**src/rtl/mem_arbiter.sv**
```systemverilog
// mem_arbiter: shares one 128-bit line memory port between the L1 I-cache and D-cache.
// Optional feature macro MEM_ARB_RR_EN: round-robin on simultaneous requests (default: D-cache always wins).
module mem_arbiter #(
  parameter int ADDR_W = 30,
  parameter int DATA_W = 128
) (
  input  logic              clk,
  input  logic              rst_n,
  input  logic              i_mem_read,
  input  logic [ADDR_W-1:0] i_mem_addr,
  output logic [DATA_W-1:0] i_mem_rdata,
  output logic              i_mem_ready,
  input  logic              d_mem_read,
  input  logic              d_mem_write,
  input  logic [ADDR_W-1:0] d_mem_addr,
  input  logic [DATA_W-1:0] d_mem_wdata,
  output logic [DATA_W-1:0] d_mem_rdata,
  output logic              d_mem_ready,
  output logic              mem_read,
  output logic              mem_write,
  output logic [ADDR_W-1:0] mem_addr,
  output logic [DATA_W-1:0] mem_wdata,
  input  logic [DATA_W-1:0] mem_rdata,
  input  logic              mem_ready
);

  // state   | meaning
  // IDLE    | sample requests, issue grant
  // BUSY_I  | I-cache line transaction in flight
  // BUSY_D  | D-cache line transaction in flight
  // DONE    | one-cycle bubble so the served cache can drop its request
  typedef enum logic [1:0] {
    ST_IDLE   = 2'd0,
    ST_BUSY_I = 2'd1,
    ST_BUSY_D = 2'd2,
    ST_DONE   = 2'd3
  } state_t;

  state_t            r_state;
  state_t            w_state_nxt;
  logic              r_mem_read;
  logic              r_mem_write;
  logic [ADDR_W-1:0] r_mem_addr;
  logic [DATA_W-1:0] r_mem_wdata;
  logic              w_read_nxt;
  logic              w_write_nxt;
  logic [ADDR_W-1:0] w_addr_nxt;
  logic [DATA_W-1:0] w_wdata_nxt;

  logic w_i_req;
  logic w_d_req;
  logic w_d_wins;
  logic w_grant_d;
  logic w_grant_i;
  logic w_i_done;
  logic w_d_done;

  assign w_i_req   = i_mem_read;
  assign w_d_req   = d_mem_read | d_mem_write;
  assign w_grant_d = w_d_req & (~w_i_req | w_d_wins);
  assign w_grant_i = w_i_req & ~w_grant_d;

  // mem_ready outside a BUSY state is never forwarded
  assign w_i_done = (r_state == ST_BUSY_I) & mem_ready;
  assign w_d_done = (r_state == ST_BUSY_D) & mem_ready;

`ifdef MEM_ARB_RR_EN
  logic r_last_d;
  logic w_last_d_nxt;

  always_comb begin
    w_last_d_nxt = r_last_d;
    if (w_i_done) w_last_d_nxt = 1'b0;
    if (w_d_done) w_last_d_nxt = 1'b1;
  end

  always_ff @(posedge clk or negedge rst_n) begin
    if (!rst_n) r_last_d <= 1'b1;
    else        r_last_d <= w_last_d_nxt;
  end

  // on a tie the requester that was not served last goes next
  assign w_d_wins = ~r_last_d;
`else
  assign w_d_wins = 1'b1;
`endif

  always_comb begin
    w_state_nxt = r_state;
    w_read_nxt  = r_mem_read;
    w_write_nxt = r_mem_write;
    w_addr_nxt  = r_mem_addr;
    w_wdata_nxt = r_mem_wdata;
    case (r_state)
      ST_IDLE: begin
        if (w_grant_d) begin
          w_state_nxt = ST_BUSY_D;
          w_addr_nxt  = d_mem_addr;
          w_wdata_nxt = d_mem_wdata;
          w_write_nxt = d_mem_write;
          w_read_nxt  = ~d_mem_write;
        end else if (w_grant_i) begin
          w_state_nxt = ST_BUSY_I;
          w_addr_nxt  = i_mem_addr;
          w_read_nxt  = 1'b1;
          w_write_nxt = 1'b0;
        end
      end
      ST_BUSY_I, ST_BUSY_D: begin
        if (mem_ready) begin
          w_state_nxt = ST_DONE;
          w_read_nxt  = 1'b0;
          w_write_nxt = 1'b0;
        end
      end
      ST_DONE: w_state_nxt = ST_IDLE;
      default: w_state_nxt = ST_IDLE;
    endcase
  end

  always_ff @(posedge clk or negedge rst_n) begin
    if (!rst_n) begin
      r_state     <= ST_IDLE;
      r_mem_read  <= 1'b0;
      r_mem_write <= 1'b0;
      r_mem_addr  <= '0;
      r_mem_wdata <= '0;
    end else begin
      r_state     <= w_state_nxt;
      r_mem_read  <= w_read_nxt;
      r_mem_write <= w_write_nxt;
      r_mem_addr  <= w_addr_nxt;
      r_mem_wdata <= w_wdata_nxt;
    end
  end

  assign mem_read    = r_mem_read;
  assign mem_write   = r_mem_write;
  assign mem_addr    = r_mem_addr;
  assign mem_wdata   = r_mem_wdata;
  assign i_mem_ready = w_i_done;
  assign d_mem_ready = w_d_done;
  assign i_mem_rdata = mem_rdata;
  assign d_mem_rdata = mem_rdata;

endmodule

```
**config.mk**
```make
export PLATFORM = sky130hd
export DESIGN_NAME = mem_arbiter
export DESIGN_NICKNAME = d
export VERILOG_FILES = /design/src/rtl/mem_arbiter.sv
export SDC_FILE = /design/constraint.sdc
export NUM_CORES = 1
export LEC_CHECK = 0
export ABC_AREA = 0
export BUFFER_PORTS_ARGS = -buffer_cell sky130_fd_sc_hd__buf_2
export CAP_MARGIN = 10
export CORE_AREA = 2 2 284 286
export DETAILED_ROUTE_END_ITERATION = 6
export DIE_AREA = 0 0 286 288
export PLACE_DENSITY_LB_ADDON = 0.1
export SLEW_MARGIN = 10
export SYNTH_ARGS = -nofsm -noshare
export SYNTH_HDL_FRONTEND = slang
export SYNTH_SLANG_ARGS = --single-unit
```
**constraint.sdc**
```tcl
create_clock -name clk -period 1.68 [get_ports clk]
set_clock_uncertainty 0.15 [all_clocks]
set_input_delay 0.084 -clock clk [delete_from_list [all_inputs] [get_ports clk]]
set_output_delay 0.084 -clock clk [all_outputs]
set_load 0.1 [all_outputs]
```
==> results.md <==
* Initial Utilization at 0.106
* Yosys warning count at 0
* Overflow left after global routing at 0
* Most frequently used cell type in the post-synthesis netlist: sky130_fd_sc_hd__buf_4
* Final critical-path setup slack at -63.2 ps
* # DRC at 0
* Peak Freq at ~570 MHz
* Num Clock Sinks at 162
* Number of distinct library cell variants in the gate-level netlist after synthesis at 24
* Pin count of the biggest net entering global routing at 36
* Boundary Pins at 740
* Max-cap check violation count at 0
* Max FO, Critical Path at 9
* Port Buf Inserts at 355
* Min-delay worst type: in2out
* Cts bufs inserted at 17
* Core region area at between 70000 and 80000 um^2
* DPL Wire Length at 23900 um
* Net count reported at finish at approximately 1.3k
* M1 GR Usage at 0.0710
* Result of the run: complete, but fails checks
* First-pass GRT wire length at approximately 44000 um
* Clock root buffer master: sky130_fd_sc_hd__clkbuf_16
* Critical setup path kind: reg2reg
* Insertion delay of the later-clocked pin in the worst-skew pair at between 400 and 500 ps
* Number of synthesized flops with an enable pin at 0
* Share of final-layout standard cells stronger than drive strength 1 at 0.557
* Setup crit start kind: register
* Cell Area, Synth at between 8000 and 9000 um^2
* Slew margin rel. at 0.638
* Detailed-route vias per instance at 2.85
* Worst endpoint data arrival time at slightly below 2000 ps
* Die H at roughly 290 um
* Cell types with the largest area share after synthesis: sky130_fd_sc_hd__dfrtp_1, sky130_fd_sc_hd__buf_4, sky130_fd_sc_hd__mux2_2
* Wire length reported by the detailed router at 31400 um
* Pins over their slew limit at 0
* Setup violations, final at 42
* CTS tree: yes
* Async S/R FF share, synth at 1.00
* Antenna-violating nets left at 0
* Routed length per placed instance at 15.0 um
* Vias after detailed routing at roughly 6k
* Number of placement rows at about 100
* Shortest period the worst path allows at 1740 ps
* Number of global-route vias before repair at 6484
* Antenna fix cells at 0
* Final period utilization at 1.04
* Die Span X at around 290 um
* Layout fillers at between 9k and 10k
* Number of antenna violations at the first check in global routing at 0
* Violated checks: setup timing
* Routing usage on met2 at 0.125
* Setup repair after global routing missed its margin: yes
* Peak-usage layer in the global routing report: met2
* Placer Congestion at about 0.67
* Hold slack final at about 18 ps
* Initial DRC count at 97
* Element type at the critical path end: register
* Number of instances in the synthesized netlist at between 600 and 700
* CTS H-tree lvls at 4
* Most numerous cell types in the synthesized netlist: sky130_fd_sc_hd__buf_4, sky130_fd_sc_hd__dfrtp_1, sky130_fd_sc_hd__mux2_2, sky130_fd_sc_hd__mux2i_1, sky130_fd_sc_hd__nand2_1
* Area of the die at between 80000 and 90000 um^2
* Dominant synthesized flop cell: sky130_fd_sc_hd__dfrtp_1
* Met3 Usage GRT at 0.0418
* Worst Tran Pin Value at around 540 ps
* Synth area leader: sky130_fd_sc_hd__dfrtp_1
* Clock transition at the registers of the reported paths at 80 ps
* Seq/Total Area, Yosys at 0.481
* Clk buf depth at 2
* Mean cell area of the mapped netlist at around 12 um^2
* Syn nets at 1011
* Area share of the largest cell type after synthesis at 0.481
* Synthesis-stage register bit count at about 160
* Area overhead of the layout relative to synthesis at 49.6%
* Number of detailed-route iterations in the first pass at 4
* Endpoints failing hold at 0
* Worst Path Required at between 1500 and 2000 ps
* Global Route Usage Sum at 0.0753
## final cells by class
| class | instances | area [um^2] | area share |
|---|---|---|---|
| repair buffers | 594 | 4320 | 0.343 |
| well taps | 1060 | 1330 | 0.105 |
| clock buffers | 19 | 443 | 0.0351 |
| clock inverters | 13 | 160 | 0.0127 |
| flip-flops and latches | 162 | 4050 | 0.321 |
| inverters | 4 | 15.0 | 0.00119 |
| multi-input cells | 239 | 2290 | 0.182 |
## worst paths after layout
| kind | cells past startpoint | slack (ps) | end | start |
|---|---|---|---|---|
| max in group asynchronous | 3 | 910 | mem_wdata[28] | rst_n |
| setup / recovery | 7 | -60 | mem_wdata[6] | r_state[0] |
| hold / removal | 0 | 20 | i_mem_rdata[41] | mem_rdata[41] |
| setup reg to reg | 7 | -60 | mem_wdata[6] | r_state[0] |
| hold reg to reg | 2 | 330 | mem_addr[18] | mem_addr[18] |
| min in group asynchronous | 3 | 110 | mem_addr[5] | rst_n |
## per-layer routing
layer  up-vias  routed length (um)
li1       2682                   -
met1      2776               10700
met2       376               15400
met3       117                3710
met4         4                1460
met5         -                 119
## kinds of logic after synthesis
logic type,count (synthesis),share of synthesized area
flip-flops,162,0.481
buffers and inverters,284,0.257
AND/OR/NAND/NOR,34,0.0166
AO/OA/AOI/OAI,38,0.0275
multiplexers,163,0.213
adder cells (fa/ha/maj),4,0.00594
## sequential cells by signal, summed over array words and instances, names as in the netlist
signal	count
mem_addr	30
r_state	2
mem_read	1
mem_write	1
mem_wdata	128
## through the flow
stage          worst slack, ps  cell area, um^2  TNS, ps  utilization  std cells
2_1_floorplan            -24.6             8480    -1990            -        685
6_report                 -63.2            12600    -1600        0.158       2091
5_1_grt                   -130            12600    -8440        0.158       2091
3_5_place_dp             -53.5             9890    -1840        0.124       1859
3_3_place_gp             -57.8             9890    -2570        0.124       1859
4_1_cts                  -93.0            12600    -3760        0.158       2090
## cell usage in the layout (no fill, tap or decap), types with 2 or more instances in the layout
cell	instances
sky130_fd_sc_hd__and2_4	2
sky130_fd_sc_hd__buf_12	15
sky130_fd_sc_hd__buf_2	352
sky130_fd_sc_hd__buf_4	25
sky130_fd_sc_hd__buf_6	6
sky130_fd_sc_hd__buf_8	2
sky130_fd_sc_hd__bufinv_16	2
sky130_fd_sc_hd__clkbuf_16	18
sky130_fd_sc_hd__dfrtp_1	162
sky130_fd_sc_hd__dlygate4sd3_1	192
sky130_fd_sc_hd__ha_4	2
sky130_fd_sc_hd__inv_1	2
sky130_fd_sc_hd__inv_2	2
sky130_fd_sc_hd__inv_6	6
sky130_fd_sc_hd__inv_8	3
sky130_fd_sc_hd__mux2_2	121
sky130_fd_sc_hd__mux2_4	8
sky130_fd_sc_hd__mux2i_1	34
sky130_fd_sc_hd__nand2_1	30
sky130_fd_sc_hd__o21ai_0	21
sky130_fd_sc_hd__o21ai_1	9
sky130_fd_sc_hd__o2bb2ai_1	2
## worst max-delay path, stage by stage, from the launching register on
cell	delay [ps]
sky130_fd_sc_hd__dfrtp_1	360
sky130_fd_sc_hd__inv_2	50
sky130_fd_sc_hd__ha_2	200
sky130_fd_sc_hd__o21ai_4	100
sky130_fd_sc_hd__buf_8	190
sky130_fd_sc_hd__buf_12	120
sky130_fd_sc_hd__buf_12	120
sky130_fd_sc_hd__mux2_2	330
## timing repair
action                                  in CTS  in global routing
gates resized for setup                     16                  5
endpoints found under the hold margin      324                  0
endpoints found under the setup margin      73                133
hold buffers                               193                  0
cloned                                       1                  1
pin swaps                                    1                  0
buffers inserted                             5                  0
Power is left out: the tool's default activity adds up to more than one toggle a clock period on the data nets, which glitch-free logic cannot reach.
